<file path="src/rtl/serial_frame_rx_if.sv">
// Output word port of the serial frame receiver: a received word offered
// with a valid/ready handshake.
interface serial_frame_rx_if #(
    parameter int DATA_W = 4
) ();
    logic [DATA_W-1:0] dout;
    logic              dout_valid;
    logic              dout_ready;

    modport master (
        output dout,
        output dout_valid,
        input  dout_ready
    );

    modport slave (
        input  dout,
        input  dout_valid,
        output dout_ready
    );
endinterface

</file>
<file path="src/rtl/serial_frame_rx.sv">
// Serial frame receiver: start bit, DATA_W data bits MSB-first, optional even
// parity, stop bit; delivers words on a valid/ready port and flags errors.
module serial_frame_rx #(
    parameter int DATA_W    = 4,
    parameter bit PARITY_EN = 1'b1
) (
    input  logic                clk,
    input  logic                reset,
    input  logic                bit_en,
    input  logic                sin,
    serial_frame_rx_if.master   out,
    output logic                busy,
    output logic                frame_err,
    output logic                overrun
);
    localparam int CNT_W = (DATA_W > 2) ? $clog2(DATA_W) : 1;
    localparam logic [CNT_W-1:0] CNT_LAST = CNT_W'(DATA_W - 1);

    typedef enum logic [1:0] {
        IDLE   = 2'd0,
        DATA   = 2'd1,
        PARITY = 2'd2,
        STOP   = 2'd3
    } state_t;

    state_t              state_r, state_nxt_s;
    logic [CNT_W-1:0]    cnt_r, cnt_nxt_s;
    logic [DATA_W-1:0]   shreg_r, shreg_nxt_s;
    logic                par_r, par_nxt_s;
    logic                stop_s;
    logic                good_s;
    logic                free_s;
    logic [DATA_W-1:0]   dout_r;
    logic                dout_valid_r;
    logic                busy_r;
    logic                frame_err_r;
    logic                overrun_r;

    function automatic logic even_par(input logic [DATA_W-1:0] d);
        return ^d;
    endfunction

    // Next-state, shift/count datapath and stop-bit evaluation; all gated by bit_en.
    always_comb begin
        state_nxt_s = state_r;
        cnt_nxt_s   = cnt_r;
        shreg_nxt_s = shreg_r;
        par_nxt_s   = par_r;
        stop_s      = 1'b0;
        good_s      = 1'b0;
        if (bit_en) begin
            case (state_r)
                IDLE: begin
                    if (!sin) begin
                        state_nxt_s = DATA;
                        cnt_nxt_s   = '0;
                    end else begin
                        state_nxt_s = IDLE;
                    end
                end
                DATA: begin
                    shreg_nxt_s = {shreg_r[DATA_W-2:0], sin};
                    if (cnt_r == CNT_LAST) begin
                        cnt_nxt_s   = '0;
                        state_nxt_s = PARITY_EN ? PARITY : STOP;
                    end else begin
                        cnt_nxt_s   = cnt_r + {{(CNT_W-1){1'b0}}, 1'b1};
                    end
                end
                PARITY: begin
                    par_nxt_s   = sin;
                    state_nxt_s = STOP;
                end
                STOP: begin
                    stop_s      = 1'b1;
                    good_s      = sin && (!PARITY_EN || (par_r == even_par(shreg_r)));
                    state_nxt_s = IDLE;
                end
                default: begin
                    state_nxt_s = IDLE;
                end
            endcase
        end else begin
            state_nxt_s = state_r;
        end
    end

    // A good frame may land only if the slot is empty or being drained this edge.
    assign free_s = !dout_valid_r || out.dout_ready;

    // FSM state and receive datapath registers.
    always_ff @(posedge clk or negedge reset) begin
        if (!reset) begin
            state_r <= IDLE;
            cnt_r   <= '0;
            shreg_r <= '0;
            par_r   <= 1'b0;
        end else begin
            state_r <= state_nxt_s;
            cnt_r   <= cnt_nxt_s;
            shreg_r <= shreg_nxt_s;
            par_r   <= par_nxt_s;
        end
    end

    // Output word slot, handshake, status and error pulses.
    always_ff @(posedge clk or negedge reset) begin
        if (!reset) begin
            dout_r       <= '0;
            dout_valid_r <= 1'b0;
            busy_r       <= 1'b0;
            frame_err_r  <= 1'b0;
            overrun_r    <= 1'b0;
        end else begin
            busy_r      <= (state_nxt_s != IDLE);
            frame_err_r <= stop_s && !good_s;
            overrun_r   <= stop_s && good_s && !free_s;
            if (stop_s && good_s && free_s) begin
                dout_r       <= shreg_r;
                dout_valid_r <= 1'b1;
            end else if (dout_valid_r && out.dout_ready) begin
                dout_valid_r <= 1'b0;
            end else begin
                dout_valid_r <= dout_valid_r;
            end
        end
    end

    assign out.dout       = dout_r;
    assign out.dout_valid = dout_valid_r;
    assign busy           = busy_r;
    assign frame_err      = frame_err_r;
    assign overrun        = overrun_r;
endmodule

</file>
<file path="src/flat_wrapper.sv">
// flat-port wrapper written by rule: the top's interface ports become plain ports
module serial_frame_rx_flat 
#(
    parameter int DATA_W    = 4,
    parameter bit PARITY_EN = 1'b1
)
  (clk, reset, bit_en, sin, busy, frame_err, overrun, out_dout, out_dout_valid, out_dout_ready);
  serial_frame_rx_if #(.DATA_W(DATA_W)) out_i ();
  input  logic clk;
  input  logic reset;
  input  logic bit_en;
  input  logic sin;
  output logic busy;
  output logic frame_err;
  output logic overrun;
  output wire logic [$bits(out_i.dout)-1:0] out_dout;
  output wire logic [$bits(out_i.dout_valid)-1:0] out_dout_valid;
  input wire logic [$bits(out_i.dout_ready)-1:0] out_dout_ready;
  assign out_dout = out_i.dout;
  assign out_dout_valid = out_i.dout_valid;
  assign out_i.dout_ready = out_dout_ready;
  serial_frame_rx #(.DATA_W(DATA_W), .PARITY_EN(PARITY_EN)) u_core (.clk(clk), .reset(reset), .bit_en(bit_en), .sin(sin), .out(out_i), .busy(busy), .frame_err(frame_err), .overrun(overrun));
endmodule
</file>
<file path="config.mk">
export PLATFORM = sky130hd
export DESIGN_NAME = serial_frame_rx_flat
export DESIGN_NICKNAME = d
export VERILOG_FILES = /design/src/rtl/serial_frame_rx_if.sv /design/src/rtl/serial_frame_rx.sv /design/src/flat_wrapper.sv
export SDC_FILE = /design/constraint.sdc
export NUM_CORES = 1
export LEC_CHECK = 0
export CAP_MARGIN = 0
export CORE_UTILIZATION = 53
export DETAILED_ROUTE_END_ITERATION = 16
export PLACE_DENSITY = 0.9
export REMOVE_ABC_BUFFERS = 1
export SLEW_MARGIN = 20
export SYNTH_ARGS = -nofsm -noshare
export SYNTH_HDL_FRONTEND = slang
export SYNTH_SLANG_ARGS = --single-unit
</file>
<file path="constraint.sdc">
create_clock -name clk -period 4.13 [get_ports clk]
set_input_delay 0.826 -clock clk [delete_from_list [all_inputs] [get_ports clk]]
set_output_delay 0.826 -clock clk [all_outputs]
set_load 0.05 [all_outputs]
</file>
==> impl_metrics.yaml <==
grt:
  number_of_global_route_vias_before_repair: 460
  grt_first_pass_wirelength_microns: 1900
  grt_antenna_before_repair: 0
  gr-total-overflow: 0
  global_route.usage.total: 0.192
  grt_max_degree: 18
floorplanning:
  rows: 13
  fp.dieW_microns: 39.4
  design.portCount: 13
  initial_standard_cell_utilization_of_the_core: 0.568
  fp.coreArea_sq_um: 1300
  die_h_microns: 39.4
  die-area_sq_um: 1550
clocking:
  clkTransAtPathRegs_ns: 0.09
  ctsHtreeMaxLevel: 1
  clock_tree_from_tritoncts: "built"
  post_cts_resize_count: 0
  clock_sinks: 17
  worst_skew_pair.late_latency_ns: 0.28
  clock-root-buffer: "sky130_fd_sc_hd__clkbuf_4"
  cts_setup_buffers: 0
  max-clock-path-buffers: 2
  numCtsBuffers: 3
  hold_fix_buffers_cts: 0
setup_path:
  critical_path.slowest_cell: "sky130_fd_sc_hd__clkdlybuf4s50_1"
  cp-start-kind: "register"
  crit_path_cell_trace: "clkdlybuf4s50_1"
  timing.rr.start: "u_core.shreg_r[3]"
  worstSetupEndpoint: "out_dout[2]"
  timing.critical_path.to_type: "output port"
  timing.critical_path.max_delay_family: "buffers and inverters"
  critPathMaxStageDelay_ns: 0.80
  crit-reg2reg-capture: "u_core.out.dout[1]"
  worst_path_required_time_ns: 3.30
  reg2regPathDepth: 4
  timing.setup.critical_path_class: "register to output port"
  startpoint: "u_core.out.dout[2]"
  cp_num_cells: 1
  crit_buf_inv: 1
  reg2reg_setup_slack_ns: 2.49
  critical_path_arrival_ns: 1.46
  critical_path.max_fanout: 3
logic_synthesis:
  part_of_the_yosys_area_used_for_sequential_elements: 0.575
  number_of_cells_produced_by_synthesis: 62
  ys_seq_elements: 17
  syn_area_per_cell_sq_um: 11.9
  synth_area_sq_um: 739
  number_of_library_cell_types_mapped_by_synthesis: 20
  ys_warn_count: 0
power_and_ir_drop:
  p_sw_mw: 0.275
  sequentialPowerShare: 0.403
  ir_drop_mv: 0.360
  power.share.combinational: 0.474
  p_leak_nw: 0.407
  power-per-cell-area_nw_per_um2: 770
  swShare: 0.395
  p_int_mw: 0.422
  p_clk_frac: 0.123
sta:
  fmax_mhz: 437
  final-hold-violation-count: 0
  setup_total_negative_slack_ns: 0
  worst_slew_pin_slew_ns: 0.733
  slew_headroom: 0.510
  maxSlewViolCount: 0
  min_period_over_period: 0.554
  unrepaired_setup_endpoints_after_global_routing: "no"
  whs_ns: 0.503
  setup_viol_count_final: 0
  shortest_period_the_worst_path_allows_ns: 2.29
  finalClockSkew_ns: 0.00106
routing:
  wire_per_inst_microns: 13.2
  drt_first_iter_violations: 3
  finalWirelength_microns: 1220
  first_pass_iters: 4
  postRouteAntennaNets: 0
  drt_drc_violations_left: 0
  vias: 507
  avgViaCountPerCell: 5.45
finish:
  finish.instance_area_sq_um: 905
  n_antenna_cell: 0
  post_route_cells_drive_above_1_share: 0.141
  mostFrequentLayoutCells: "sky130_fd_sc_hd__dfrtp_1, sky130_fd_sc_hd__clkdlybuf4s50_1, sky130_fd_sc_hd__nand2_1"
  layout_commonest_cell: "sky130_fd_sc_hd__dfrtp_1"
  synthToLayoutAreaGrowth_pct: 22.3
  nets: 85
flow_run:
  maxCapViolations: 0
place:
  placed_area_sq_um: 878
  detailedPlacementHpwl_microns: 894
  buffer_ports.inserted: 12
  place.gp.congestion: 0.671
status:
  run_status: "completed"
min_path:
  worst_hold_path_type: "register to register"
Yosys cell counts:
master                     count  area, sq um
sky130_fd_sc_hd__or2_2         1         6.26
sky130_fd_sc_hd__inv_1         2         7.51
sky130_fd_sc_hd__o21ai_0       6         30.0
sky130_fd_sc_hd__xnor2_1       2         17.5
sky130_fd_sc_hd__mux2_2        6         67.6
sky130_fd_sc_hd__xor3_1        1         23.8
sky130_fd_sc_hd__nor2_1        3         11.3
sky130_fd_sc_hd__ha_1          1         12.5
sky130_fd_sc_hd__o31ai_1       1         7.51
sky130_fd_sc_hd__nand3b_1      1         7.51
sky130_fd_sc_hd__or3b_1        1         8.76
sky130_fd_sc_hd__xor2_2        1         16.3
sky130_fd_sc_hd__nand3_1       3         15.0
sky130_fd_sc_hd__a21oi_1       2         10.0
sky130_fd_sc_hd__nor3b_1       1         7.51
sky130_fd_sc_hd__nor2b_1       1         6.26
sky130_fd_sc_hd__a32o_1        1         10.0
sky130_fd_sc_hd__nand2b_1      3         18.8
sky130_fd_sc_hd__dfrtp_1      17          425
sky130_fd_sc_hd__nand2_1       8         30.0
power groups by stage:
stage | Clock, mW | Combinational, mW | Sequential (mW)
2_1_floorplan | 0 | 0.192 | 0.336
3_3_place_gp | 0 | 0.317 | 0.280
3_5_place_dp | 0 | 0.332 | 0.284
4_1_cts | 0.0874 | 0.334 | 0.280
5_1_grt | 0.0953 | 0.365 | 0.289
6_report | 0.0857 | 0.330 | 0.281
worst min-delay path by stage:
| stage | start | end | slack [ns] | depth (start not counted) |
|---|---|---|---|---|
| floorplan | u_core.cnt_r[0] | u_core.cnt_r[0] | 0.46 | 1 |
| global placement | u_core.cnt_r[1] | u_core.cnt_r[1] | 0.48 | 1 |
| detailed placement | u_core.cnt_r[0] | u_core.cnt_r[0] | 0.49 | 1 |
| CTS | u_core.cnt_r[0] | u_core.cnt_r[0] | 0.51 | 1 |
| global route | u_core.cnt_r[0] | u_core.cnt_r[0] | 0.53 | 1 |
| finish | u_core.cnt_r[0] | u_core.cnt_r[0] | 0.50 | 1 |
final cells by class:
type | instances | area [sq um]
flip-flops and latches | 17 | 425
fillers | 107 | 397
well taps | 15 | 18.8
multi-input cells | 43 | 307
repair buffers | 12 | 120
inverters | 2 | 7.51
clock buffers | 4 | 26.3
per-layer routing:
| layer | track usage | part of all wire | routed length, microns |
|---|---|---|---|
| met5 | 0 | 0 | 0 |
| met4 | 0.103 | 0.0098 | 12 |
| met3 | 0.0511 | 0.050 | 61 |
| met2 | 0.300 | 0.48 | 582 |
| met1 | 0.238 | 0.46 | 566 |
per-stage QoR:
stage	worst slack, ns	power (mW)	util	std cells
floorplan	2.40	0.527	-	62
global placement	1.78	0.597	0.675	89
detailed placement	1.75	0.615	0.675	89
CTS	1.83	0.702	0.695	93
global route	1.79	0.749	0.695	93
finish	1.84	0.697	0.695	93
cell families (layout without fill, tap and decap cells):
logic type               Yosys count  after routing  synth area share
AND/OR/NAND/NOR                   22             22             0.151
XOR/XNOR                           4              4            0.0778
adder cells (fa/ha/maj)            1              1            0.0169
multiplexers                       6              6            0.0914
buffers and inverters              2             18            0.0102
AO/OA/AOI/OAI                     10             10            0.0778
flip-flops                        17             17             0.575
registers in the layout, summed over array words and instances (netlist names):
name                   cells
u_core.busy                1
u_core.cnt_r               2
u_core.frame_err           1
u_core.out.dout            4
u_core.out.dout_valid      1
u_core.overrun             1
u_core.par_r               1
u_core.shreg_r             4
u_core.state_r             2
Note: power is estimated with default switching activity, not from simulation.
